`src/rtl/m_bcd_scan_display.sv`:
```
// 3-digit multiplexed common-anode 7-segment driver for packed BCD.
// Frame-synchronous value update, dead-time between digits, leading-zero blanking.
module m_bcd_scan_display #(
   parameter int DIV   = 50000,
   parameter int BLANK = 4
) (
   input  logic        clk,
   input  logic        rst_n,
   input  logic [11:0] bcd_in,
   input  logic        load,
   input  logic        lzb_en,
   output logic [7:0]  seg,
   output logic [2:0]  dig,
   output logic        frame_done
);

   localparam int MAXC = (DIV > BLANK) ? DIV : BLANK;
   localparam int CW   = (MAXC > 1) ? $clog2(MAXC) : 1;
   localparam logic [CW-1:0] DIV_L = CW'(DIV - 1);
   localparam logic [CW-1:0] BLK_L = CW'(BLANK - 1);

   typedef enum logic {
      S_SCAN,
      S_BLANK
   } state_t;

   state_t      state, nxt_state;
   logic [1:0]  idx, nxt_idx;
   logic [CW-1:0] cnt, nxt_cnt;
   logic [11:0] shadow, disp, nxt_disp;
   logic        boundary;
   logic [3:0]  nib;
   logic        h0, t0, blk;
   logic [2:0]  dig_sel;

   function automatic logic [7:0] enc(input logic [3:0] n);
      logic [7:0] s;
      case (n)
         4'd0:    s = 8'hC0;
         4'd1:    s = 8'hF9;
         4'd2:    s = 8'hA4;
         4'd3:    s = 8'hB0;
         4'd4:    s = 8'h99;
         4'd5:    s = 8'h92;
         4'd6:    s = 8'h82;
         4'd7:    s = 8'hF8;
         4'd8:    s = 8'h80;
         4'd9:    s = 8'h98;
         default: s = 8'hBF;
      endcase
      return s;
   endfunction

   always_comb begin
      nxt_state = state;
      nxt_idx   = idx;
      nxt_cnt   = cnt + CW'(1);
      boundary  = 1'b0;
      unique case (state)
         S_SCAN: begin
            if (cnt == DIV_L) begin
               nxt_state = S_BLANK;
               nxt_cnt   = '0;
            end
         end
         S_BLANK: begin
            if (cnt == BLK_L) begin
               nxt_state = S_SCAN;
               nxt_cnt   = '0;
               nxt_idx   = (idx == 2'd2) ? 2'd0 : idx + 2'd1;
               boundary  = (idx == 2'd2);
            end
         end
      endcase
      // a load on the boundary edge goes straight to the display
      nxt_disp = boundary ? (load ? bcd_in : shadow) : disp;
   end

   always_comb begin
      nib     = nxt_disp[3:0];
      dig_sel = 3'b110;
      unique case (nxt_idx)
         2'd1: begin
            nib     = nxt_disp[7:4];
            dig_sel = 3'b101;
         end
         2'd2: begin
            nib     = nxt_disp[11:8];
            dig_sel = 3'b011;
         end
         default: begin
            nib     = nxt_disp[3:0];
            dig_sel = 3'b110;
         end
      endcase
      h0  = (nxt_disp[11:8] == 4'd0);
      t0  = (nxt_disp[7:4] == 4'd0);
      blk = lzb_en && (((nxt_idx == 2'd2) && h0) ||
                       ((nxt_idx == 2'd1) && h0 && t0));
   end

   always_ff @(posedge clk or negedge rst_n) begin
      if (!rst_n) begin
         state      <= S_BLANK;
         idx        <= 2'd2;
         cnt        <= '0;
         shadow     <= '0;
         disp       <= '0;
         seg        <= 8'hFF;
         dig        <= 3'b111;
         frame_done <= 1'b0;
      end else begin
         state      <= nxt_state;
         idx        <= nxt_idx;
         cnt        <= nxt_cnt;
         disp       <= nxt_disp;
         frame_done <= boundary;
         if (load)
            shadow <= bcd_in;
         if (nxt_state == S_SCAN) begin
            seg <= blk ? 8'hFF : enc(nib);
            dig <= dig_sel;
         end else begin
            seg <= 8'hFF;
            dig <= 3'b111;
         end
      end
   end

endmodule

```
`config.mk`:
```
export PLATFORM = sky130hd
export DESIGN_NAME = m_bcd_scan_display
export DESIGN_NICKNAME = d
export VERILOG_FILES = /design/src/rtl/m_bcd_scan_display.sv
export SDC_FILE = /design/constraint.sdc
export NUM_CORES = 1
export LEC_CHECK = 0
export ABC_AREA = 1
export CAP_MARGIN = 20
export CORE_MARGIN = 5
export CORE_UTILIZATION = 55
export DETAILED_ROUTE_END_ITERATION = 6
export PLACE_DENSITY = 0.77
export SYNTH_ARGS = -nofsm -noshare
export SYNTH_HDL_FRONTEND = slang
export SYNTH_SLANG_ARGS = --single-unit
```
`constraint.sdc`:
```
create_clock -name clk -period 7.34 [get_ports clk]
set_input_delay 0.734 -clock clk [delete_from_list [all_inputs] [get_ports clk]]
set_output_delay 0.734 -clock clk [all_outputs]
set_load 0.05 [all_outputs]
```
=== Yosys cells after proc, flatten, opt, wreduce, memory -nomap -nowiden ===
Memories as Yosys holds them, arrays and structs flattened.
Cells that the tools add are included.

* Add/sub/neg operators: 2
* Equality and inequality tests: 5
* Multiplexer cells: 18
* Bitwise gates (word level): 1
* Reduce and logical (&&, ||, !) cells: 7

{| class="wikitable"
|+ Operator list
! operator !! count
|-
| $mux W16 || 2
|-
| $pmux W16 S2 || 1
|-
| $mux W12 || 2
|-
| $add A16 B1 Y16 const B || 1
|-
| $eq A16 B16 Y1 const B || 1
|-
| $eq A16 B2 Y1 const B || 1
|-
| $mux W8 || 2
|-
| $logic_not A4 Y1 || 2
|-
| $pmux W4 S2 || 1
|-
| $mux W2 || 3
|-
| $pmux W3 S2 || 1
|-
| $eq A2 B2 Y1 const B || 2
|-
| $logic_and A1 B1 Y1 || 4
|-
| $mux W1 || 4
|-
| $mux W3 || 1
|-
| $add A2 B1 Y2 const B || 1
|-
| $eq A2 B1 Y1 const B || 1
|-
| $pmux W1 S2 || 1
|-
| $logic_or A1 B1 Y1 || 1
|-
| $not A1 Y1 || 1
|}

* Register bits: 55
* Bits in read-only memories: 112
* Output and inout port bits: 12
* Word-level logic and storage cells: 42
* Memories kept: 1

{| class="wikitable"
|+ Memory list
! memory !! depth !! width !! read ports !! clocked after memory_dff !! write ports !! line !! RTL
|-
| (no name shown) || 16 || 7 || 1 || 0 || 0 || 38 || <nowiki>case (n)</nowiki>
|}

=== Depth between registers and ports, before layout ===
* Depth after elaboration: 11
* Depth in mapped cells: 20

=== Worst setup path after synthesis ===
No wires, ideal clock.

* Kind: reg2reg
* Start point: register cnt[0]
* End point: register seg[5]
* Setup time: 0.093 ns
* Data arrival time: 2.651 ns
* Data required time: 7.247 ns
* Setup slack: 4.596 ns
* Stages on the path, launching flop included: 17
* Buffers on the path: 0
* Cell sequence: dfrtp_1 ha_1 inv_1 nor2_1 nand2_1 nor2_2 nand3_1 o21ai_0 ha_1 inv_1 nand3_1 nor2b_1 ha_1 inv_1 nand3_1 nand3_1 nand3_1

* Cells in the longest elaborated chain, start to end: 11
* Elaborated cells on any way between the ends: 23
* Classes of those cells: eq/ne: 4; mux: 11; reduce/logical: 7; memory: 1

{| class="wikitable"
|+ Ends and longest elaborated chain
! element !! line !! RTL
|-
| start, declared || 29 || <nowiki>logic [CW-1:0] cnt, nxt_cnt;</nowiki>
|-
| start signal, assigned || 115 || <nowiki>cnt <= nxt_cnt;</nowiki>
|-
| branches (longest 10 deep; another with $mem_v2 Z16 W7) || -- ||
|-
| $mux W8 (*) || 120 || <nowiki>if (nxt_state == S_SCAN) begin</nowiki>
|-
| end signal, assigned || 121 || <nowiki>seg <= blk ? 8'hFF : enc(nib);</nowiki>
|-
| end, declared || 12 || <nowiki>output logic [7:0] seg,</nowiki>
|}

Every way passes the cells marked *.

=== Final worst setup path ===
* Start point: register cnt[0]
* End point: register seg[4]

The elaborated chain is that of the path after synthesis.

==> flow_summary_export.csv <==
group,metric,value,unit
sta,layout_min_cycle_time,3214,ps
min_path,worstHoldPathType,"reg2reg",
synthesis,avgSynthCellArea,8.246,µm²
clocking,cts_sinks,54,
synthesis,synth_cell_types,36,
synthesis,syn_nets,371,
route,route.detailed.drc,0,
sta,max_freq,0.3112,GHz
layout,layout_commonest_cell,"inv_1",
synthesis,yosys_warnings,0,
clocking,clkTransAtPathRegs,90,ps
synthesis,synth_flop_cell,"dfrtp_1",
clocking,ctsResizeCount,0,
power_and_ir_drop,vdd_drop_max,0.1125,mV
die,num_rows,26,
grt,grt-ovfl-total,0,
critical_path,crit_chain,"ha_1 > inv_1 > nor2_1 > nand2_1 > nor2_2 > nand3_1 > o21ai_0 > ha_1 > inv_1 > nor2_1 > nor2b_1 > ha_1 > nand3_1 > nand3_1 > nand3_1",
sta,hold_violations,0,
layout,area_growth,15.13,%
critical_path,crit_type,"reg2reg",
route,routed_wl,5.406,mm
status,status,"complete, no violations",
route,wire_per_inst,12.15,µm
critical_path,crit_family,"simple AND/OR/NAND/NOR gates",
route,route.vias.total,2282,
route,ant_nets,0,
synthesis,synth.top_cell.area_share,0.3705,
synthesis,yosysSeqAreaShare,0.4817,
grt,grt_pass1_wl,9.701,mm
layout,antenna_cells,0,
grt,antenna_found_initial,0,
job,drv_cap,0,
synthesis,synth.area.top_cells,"dfrtp_1, dfstp_2, inv_1, nand2_1, nand3_1",
synthesis,syn_inst,344,
die,io_pins,28,
clocking,clockBufferDepth,2,
sta,max-slew-margin-rel,0.5581,
sta,tns,0,ps
clocking,clkLatencyLatePin,300,ps
die,die_y,81.82,µm
clocking,cts_setup_buffers,0,
synthesis,synth_area,2836,µm²
route,vias_per_cell,5.128,
power_and_ir_drop,p_leak,1.573,nW
die,dieArea,6694,µm²
grt,grt.total_usage,0.1880,
sta,worst_pin_slew,660.8,ps
layout,fillers,407,
power_and_ir_drop,power_density,160.2,nW/µm²
layout,design_area,3266,µm²
route,dr.first_iter.drc_count,115,
synthesis,synth-edff-count,0,
die,start_util,0.5625,
layout,drive_above_1_share,0.1173,
sta,setup_viol,0,
layout,finish.utilization,0.6476,
layout,layout_common_cells,"inv_1, nand2_1, dfrtp_1",
critical_path,start_kind,"register",
clocking,cts_tree,"built",
critical_path,cpMostUsedCell,"nand3_1",
sta,period_share,0.4378,
critical_path,max_stage_delay,400,ps
critical_path,cp.arrival,3430,ps
critical_path,crit_fanout,8,
critical_path,path_depth,15,
min_path,hold_depth,2,
grt,first_global_vias,2182,
route,first_pass_iters,4,
layout,nNetsFinal,401,
sta,rsz0062_at_grt,"no",
clocking,cts_htree_levels,2,
synthesis,synth_top_cell_by_area,"dfrtp_1",
clocking,ctsHoldBuffers,0,
clocking,numCtsBuffers,5,
clocking,clockRootBuffer,"clkbuf_8",
die,fp.coreArea,5042,µm²
layout,multi_input_area,1184,µm²
placement,dp.final_hpwl,4.047,mm
synthesis,ys_ff_latch,54,
critical_path,cp_slowest_cell,"dfrtp_1",
placement,gp_congestion,0.9072,
sta,drv_slew,0,
critical_path,ff2ff_path_depth,15,
power_and_ir_drop,power,523.3,µW
grt,grt_max_degree,55,
synthesis,async_flop_share,1.000,
critical_path,cp-end-kind,"register",
placement,portBuffers,26,
critical_path,worst_ep_required_time,7550,ps
layout,layout.area.seq,1366,µm²
placement,placed_area,3159,µm²
sta,worst_clock_skew,7.812,ps
critical_path,crit_buf_inv,2,
die,fp.dieW,81.82,µm
cells in the mapped netlist (2+ instances only):
| master | instances |
|---|---|
| inv_2 | 2 |
| or2_1 | 3 |
| o21ai_1 | 4 |
| o21ai_2 | 2 |
| nand2_1 | 65 |
| nor2_2 | 4 |
| nand4_1 | 13 |
| nor3_1 | 7 |
| dfstp_2 | 12 |
| o21ai_0 | 16 |
| nor4_1 | 2 |
| nand2_2 | 10 |
| dfrtp_1 | 42 |
| ha_1 | 11 |
| xor2_1 | 4 |
| nand3_1 | 34 |
| inv_1 | 67 |
| nor2_1 | 24 |
| a21oi_1 | 5 |
path summary, 6_finish.rpt:
kind | from | endpoint | slack, ps
worst min register to register | disp[0]$_DFF_PN0_ | disp[0]$_DFF_PN0_ | 490
worst min-delay path | disp[0]$_DFF_PN0_ | disp[0]$_DFF_PN0_ | 490
max in group asynchronous | rst_n | disp[10]$_DFF_PN0_ | 6370
worst max register to register | cnt[0]$_DFF_PN0_ | seg[4]$_DFF_PN1_ | 4130
min in group asynchronous | rst_n | cnt[5]$_DFF_PN0_ | 540
worst max-delay path | cnt[0]$_DFF_PN0_ | seg[4]$_DFF_PN1_ | 4130
registers in the layout, summed over array words and instances (netlist names):
register	flops
idx	2
frame_done	1
shadow	12
cnt	16
state	1
dig	3
disp	12
seg	7
routing by layer:
layer	vias up	global-route usage	wire length, µm
met4	0	0.06811	99
met1	1070	0.2271	2300
met3	12	0.04057	260
li1	1150	-	-
met2	50	0.3288	2745
met5	-	0	0
layout make-up:
type | count | area share
clock buffers | 7 | 0.02337
clock inverters | 1 | 0.009195
inverters | 69 | 0.07931
multi-input cells | 217 | 0.3625
flip-flops and latches | 54 | 0.4184
well taps | 70 | 0.02682
repair buffers | 27 | 0.08046
kinds of logic after synthesis:
kind of cell / Yosys count / share of synthesized area
and+or+nand+nor: 169 / 0.2858
buffers and inverters: 73 / 0.1010
DFF: 54 / 0.4817
AOI/OAI and AO/OA: 32 / 0.06926
adders and majority gates: 11 / 0.04852
xor gates and xnor gates: 4 / 0.01235
other: 1 / 0.001322
report_power, final:
part	internal, mW	leakage (nW)	switching, mW
Clock	0.102	0.0524	0.0911
Sequential	0.303	0.625	0.00132
Combinational	0.00999	0.896	0.0153
metrics by stage:
step	std cells	hold slack, ps	setup WS (ps)
floorplan	344	438.4	4596
global route	445	523.6	3786
global placement	437	462.6	4127
finish	445	491.3	4126
CTS	445	496.1	4113
detailed placement	437	474.1	4070
worst register-to-register path, delay by kind of cell, from the launching register on:
kind / cells / cell delay (ps)
buffers and inverters: 2 / 260
DFF: 1 / 400
AOI/OAI and AO/OA: 1 / 370
adders and majority gates: 3 / 790
and+or+nand+nor: 9 / 1300
(Power assumes the default switching activity.)
